## src/rtl/ahb_arbiter.sv

```systemverilog
// ahb_arbiter: round-robin multi-master AHB arbiter with address/control/write-data mux
//   clk, rst         : clock, synchronous active-high reset
//   hbusreq, hlock   : per-master bus request and locked-transfer request
//   haddr_m..hwdata_m: per-master address-phase signals and write data
//   hready           : shared transfer-complete from the slave mux
//   hgrant, hmaster  : registered one-hot grant and address-phase owner index
//   hmaster_d        : registered data-phase owner index
//   hmastlock        : lock of the current owner
//   haddr..hsize     : owner's address phase, hwdata: data-phase owner's write data
module ahb_arbiter #(
    parameter int NMASTERS   = 2,
    parameter int AWIDTH     = 32,
    parameter int DWIDTH     = 32,
    parameter int DEF_MASTER = 0,
    parameter int MAX_HOLD   = 16,
    localparam int MW        = (NMASTERS > 1) ? $clog2(NMASTERS) : 1
) (
    input  logic                              clk,
    input  logic                              rst,
    input  logic [NMASTERS-1:0]               hbusreq,
    input  logic [NMASTERS-1:0]               hlock,
    input  logic [NMASTERS-1:0][AWIDTH-1:0]   haddr_m,
    input  logic [NMASTERS-1:0][1:0]          htrans_m,
    input  logic [NMASTERS-1:0]               hwrite_m,
    input  logic [NMASTERS-1:0][2:0]          hsize_m,
    input  logic [NMASTERS-1:0][DWIDTH-1:0]   hwdata_m,
    input  logic                              hready,
    output logic [NMASTERS-1:0]               hgrant,
    output logic [MW-1:0]                     hmaster,
    output logic [MW-1:0]                     hmaster_d,
    output logic                              hmastlock,
    output logic [AWIDTH-1:0]                 haddr,
    output logic [1:0]                        htrans,
    output logic                              hwrite,
    output logic [2:0]                        hsize,
    output logic [DWIDTH-1:0]                 hwdata
);
    localparam int CW = $clog2(MAX_HOLD + 1);

    logic [CW-1:0] hold_cnt;
    logic [MW-1:0] winner;
    logic          found;
    logic          beat;
    logic          hold_full;
    logic          other_req;
    logic          rearb;

    always_comb begin
        haddr     = haddr_m[hmaster];
        htrans    = rst ? 2'b00 : htrans_m[hmaster];
        hwrite    = hwrite_m[hmaster];
        hsize     = hsize_m[hmaster];
        hwdata    = hwdata_m[hmaster_d];
        hmastlock = hlock[hmaster];
    end

    // NONSEQ and SEQ both have htrans[1] set.
    // The beat accepted this cycle is included so the forced cut lands
    // exactly on the MAX_HOLD-th accepted beat.
    always_comb begin
        beat      = htrans[1];
        hold_full = (int'(hold_cnt) + int'(beat)) >= MAX_HOLD;
        other_req = |(hbusreq & ~hgrant);
        rearb     = hready && !hmastlock &&
                    (htrans == 2'b00 || !hbusreq[hmaster] || (hold_full && other_req));
    end

    // Round-robin scan starting just after the owner and ending on the owner.
    always_comb begin
        winner = MW'(DEF_MASTER);
        found  = 1'b0;
        for (int i = 1; i <= NMASTERS; i++) begin
            if (!found && hbusreq[MW'((int'(hmaster) + i) % NMASTERS)]) begin
                winner = MW'((int'(hmaster) + i) % NMASTERS);
                found  = 1'b1;
            end
        end
    end

    always_ff @(posedge clk) begin
        if (rst) begin
            hmaster   <= MW'(DEF_MASTER);
            hmaster_d <= MW'(DEF_MASTER);
            hgrant    <= NMASTERS'(1) << DEF_MASTER;
            hold_cnt  <= '0;
        end else if (hready) begin
            hmaster_d <= hmaster;
            if (rearb && winner != hmaster) begin
                hmaster  <= winner;
                hgrant   <= NMASTERS'(1) << winner;
                hold_cnt <= '0;
            end else if (beat && int'(hold_cnt) < MAX_HOLD) begin
                hold_cnt <= hold_cnt + 1'b1;
            end
        end
    end
endmodule
```

## config.mk

```make
export PLATFORM = sky130hd
export DESIGN_NAME = ahb_arbiter
export DESIGN_NICKNAME = d
export VERILOG_FILES = /design/src/rtl/ahb_arbiter.sv
export SDC_FILE = /design/constraint.sdc
export NUM_CORES = 1
export LEC_CHECK = 0
export BUFFER_PORTS_ARGS = -buffer_cell sky130_fd_sc_hd__buf_4
export CAP_MARGIN = 20
export CELL_PAD_IN_SITES_DETAIL_PLACEMENT = 1
export CELL_PAD_IN_SITES_GLOBAL_PLACEMENT = 2
export CORE_ASPECT_RATIO = 0.8
export CORE_MARGIN = 1
export CORE_UTILIZATION = 11
export DETAILED_ROUTE_END_ITERATION = 8
export GPL_TIMING_DRIVEN = 0
export PLACE_DENSITY_LB_ADDON = 0.1
export SLEW_MARGIN = 20
export SYNTH_ARGS = -nofsm -noshare
export SYNTH_HDL_FRONTEND = slang
export SYNTH_SLANG_ARGS = --single-unit
```

## constraint.sdc

```tcl
create_clock -name clk -period 2 [get_ports clk]
set_input_delay 0.4 -clock clk [delete_from_list [all_inputs] [get_ports clk]]
set_output_delay 0.4 -clock clk [all_outputs]
set_load 0.01 [all_outputs]
```

==> out/metrics.json <==
{
  "status": "complete, no violations",
  "report.final.slew_viol_count": 0,
  "r2r-start": "hgrant[1]",
  "synth.lib_cells_used.distinct": 23,
  "critPathRequiredTime_ps": 1600,
  "worstMarginPinSlew_ps": 486,
  "highest_count_cells_in_the_layout_ignoring_fill_and_taps": "224 x sky130_fd_sc_hd__buf_4, 69 x sky130_fd_sc_hd__mux2_2, 8 x sky130_fd_sc_hd__dfxtp_1, 6 x sky130_fd_sc_hd__nor2_1, 6 x sky130_fd_sc_hd__nor3_1",
  "critical_path.startpoint": "hgrant[1]",
  "dr_pass1_iterations": 4,
  "largest_net_degree_at_the_start_of_global_routing": 11,
  "fp-row-count": 34,
  "cts.root.buffer_cell": "sky130_fd_sc_hd__clkbuf_16",
  "synth_top_family_by_area": "multiplexers",
  "drt_drc_violations_left": 0,
  "final.setup.tns_ps": 0,
  "dr_total_vias": 1885,
  "cp_max_fo": 10,
  "synth_seq_area_share": 0.125,
  "syn2layout_area_growth_pct": 152,
  "first_iter_violations": 30,
  "layout.filler_cells": 1297,
  "cts.repair_timing.setup_buffer_count": 0,
  "drt-total-wl_um": 7780,
  "die_width_um": 123,
  "min_period_over_period": 0.960,
  "p_per_area_nw_per_um2": 329,
  "post_synth_fa_ha_maj_area_fraction": 0.00978,
  "max_cap_viol_count": 0,
  "synth.area.mux_share": 0.658,
  "fmax_ghz": 0.521,
  "hp-class": "in -> reg",
  "total_power_w": 0.00106,
  "syn-num-nets": 276,
  "source_to_sink_clock_delay_at_the_later_pin_of_the_worst_skew_pair_ps": 230,
  "fin_hold_ws_ps": 466,
  "detailedPlace.worstSlack_ps": -10.3,
  "antenna_left": 0,
  "final-instance-count-excl-fill": 495,
  "number_of_buffers_on_the_longest_clock_path": 2,
  "floorplan.die.height_um": 98.5,
  "postSynthCellCount": 128,
  "worstSetupEndpointType": "output pin",
  "multiInputGateArea_um2": 1070,
  "rsz0062_at_grt": "yes",
  "post-route-worst-setup-slack_ps": 80.9,
  "final_setup_violating_endpoints": 0,
  "layout-drive-gt1-share": 0.869,
  "grt_overflow": 0,
  "hold_viol": 0,
  "global_route_usage_sum": 0.123,
  "detail_route.wl_per_cell_um": 15.7,
  "synth-compound-area-share": 0.0518,
  "static-leakage-power_nw": 1.54,
  "io_buffers": 221,
  "synthesis.area_per_instance_um2": 10.0,
  "antenna_found_initial": 0,
  "sequential_cell_area_um2": 160,
  "floorplan.io_pins": 222,
  "dpl.cell_count": 493,
  "worst_ir_drop_vdd_v": 0.000176,
  "critPathKind": "reg -> out",
  "cts_max_level": 1,
  "post_synthesis_share_of_cell_area_spent_on_and_or_nand_and_nor_gates": 0.0968,
  "post_synthesis_cell_area_um2": 1280,
  "place.detailed.hpwl_um": 7130,
  "slew_headroom": 0.666,
  "layout_min_cycle_time_ps": 1920,
  "critical_path_launch_point_type": "register",
  "die_area_um2": 12100,
  "gp_congestion": 0.690,
  "num_antenna_cells": 0,
  "vias_per_cell": 3.81,
  "final_net_count": 501,
  "worstPathArrival_ps": 1520,
  "std_cell_core_area_um2": 11100,
  "initial_utilization": 0.115,
  "worstHoldStart": "hready",
  "synth-seq-cells": 8,
  "grt_pass1_wl_um": 11400,
  "vias_in_the_first_global_route": 2132,
  "tritoncts_num_sinks": 8,
  "most_common_cell_after_layout_fill_and_taps_aside": "sky130_fd_sc_hd__buf_4",
  "fin_worst_skew_ps": 0.637,
  "yosys_warnings": 0,
  "cts-hold-fix-buffers": 0,
  "tritoncts": "yes",
  "clk_pin_slew_worst_paths_ps": 40,
  "numCtsBuffers": 3,
  "xor_and_xnor_fraction_of_the_mapped_netlist_area": 0.0205
}
-- sequential cells by signal (all words and copies together), names as in the netlist --
register and cells:
hgrant 2, hmaster_d 1, hold_cnt 5
-- critical path: stages (launching register included) --
cell                       delay, ps
sky130_fd_sc_hd__dfxtp_1         340
sky130_fd_sc_hd__buf_4           190
sky130_fd_sc_hd__clkbuf_4        240
sky130_fd_sc_hd__mux2_2          360
sky130_fd_sc_hd__buf_4           150
-- routing by layer --
layer,wire length [µm],up-vias,track usage
li1,-,924,-
met1,3000,871,0.140
met2,4070,84,0.223
met3,660,6,0.0451
met4,49,0,0.0150
met5,0,-,0
-- worst paths after layout --
| path | endpoint | cells after the start | slack [ps] |
|---|---|---|---|
| worst max-delay path | haddr[15] | 4 | 80 |
| worst min register to register | hold_cnt[4] | 2 | 540 |
| worst min-delay path | hmaster_d | 3 | 470 |
| worst max register to register | hgrant[1] | 5 | 100 |
-- layout make-up --
class / count / share of cell area
Timing Repair Buffer: 221 / 0.515
Multi-Input combinational cell: 109 / 0.332
Tap cell: 144 / 0.0559
Sequential cell: 8 / 0.0497
Buffer: 10 / 0.0241
Clock buffer: 3 / 0.0233
-- synthesized netlist by cell type (all sizes together) --
master,number,area [µm²]
a2111o,1,11.3
a21bo,1,10.0
a31oi,2,27.5
buf,2,15.0
clkbuf,9,33.8
dfxtp,8,160
ha,1,12.5
mux2,70,792
mux2i,5,50.1
nand2b,4,25.0
nand3,1,5.00
nand4,1,6.26
nor2,6,22.5
nor2b,2,12.5
nor3,6,30.0
nor3b,1,7.51
nor4,1,6.26
nor4b,1,8.76
o211ai,1,7.51
o21ai,2,10.0
xnor2,3,26.3
-- where the power goes --
group          switching, W  internal, W  leakage [nW]
combinational      0.000186     0.000373          1.44
sequential       0.00000365     0.000164        0.0647
clock             0.0000777     0.000258        0.0370
total              0.000267     0.000794          1.54
-- what timing repair did --
| action | 4_1_cts | 5_1_grt |
|---|---|---|
| cloned | 0 | 0 |
| resized for setup | 11 | 9 |
| setup endpoints to repair | 67 | 44 |
-- cells by family after synthesis --
| family | after synthesis |
|---|---|
| adder cells (fa/ha/maj) | 1 |
| buffers and inverters | 11 |
| AND/OR/NAND/NOR | 23 |
| flip-flops | 8 |
| XOR/XNOR | 3 |
| AO/OA/AOI/OAI | 7 |
| multiplexers | 75 |
-- per-stage QoR --
stage	area [µm²]	util
2_1_floorplan	1280	-
3_3_place_gp	3120	0.281
3_5_place_dp	3120	0.281
4_1_cts	3210	0.289
5_1_grt	3220	0.290
6_report	3220	0.290
Note: power is estimated with default switching activity, not from simulation.
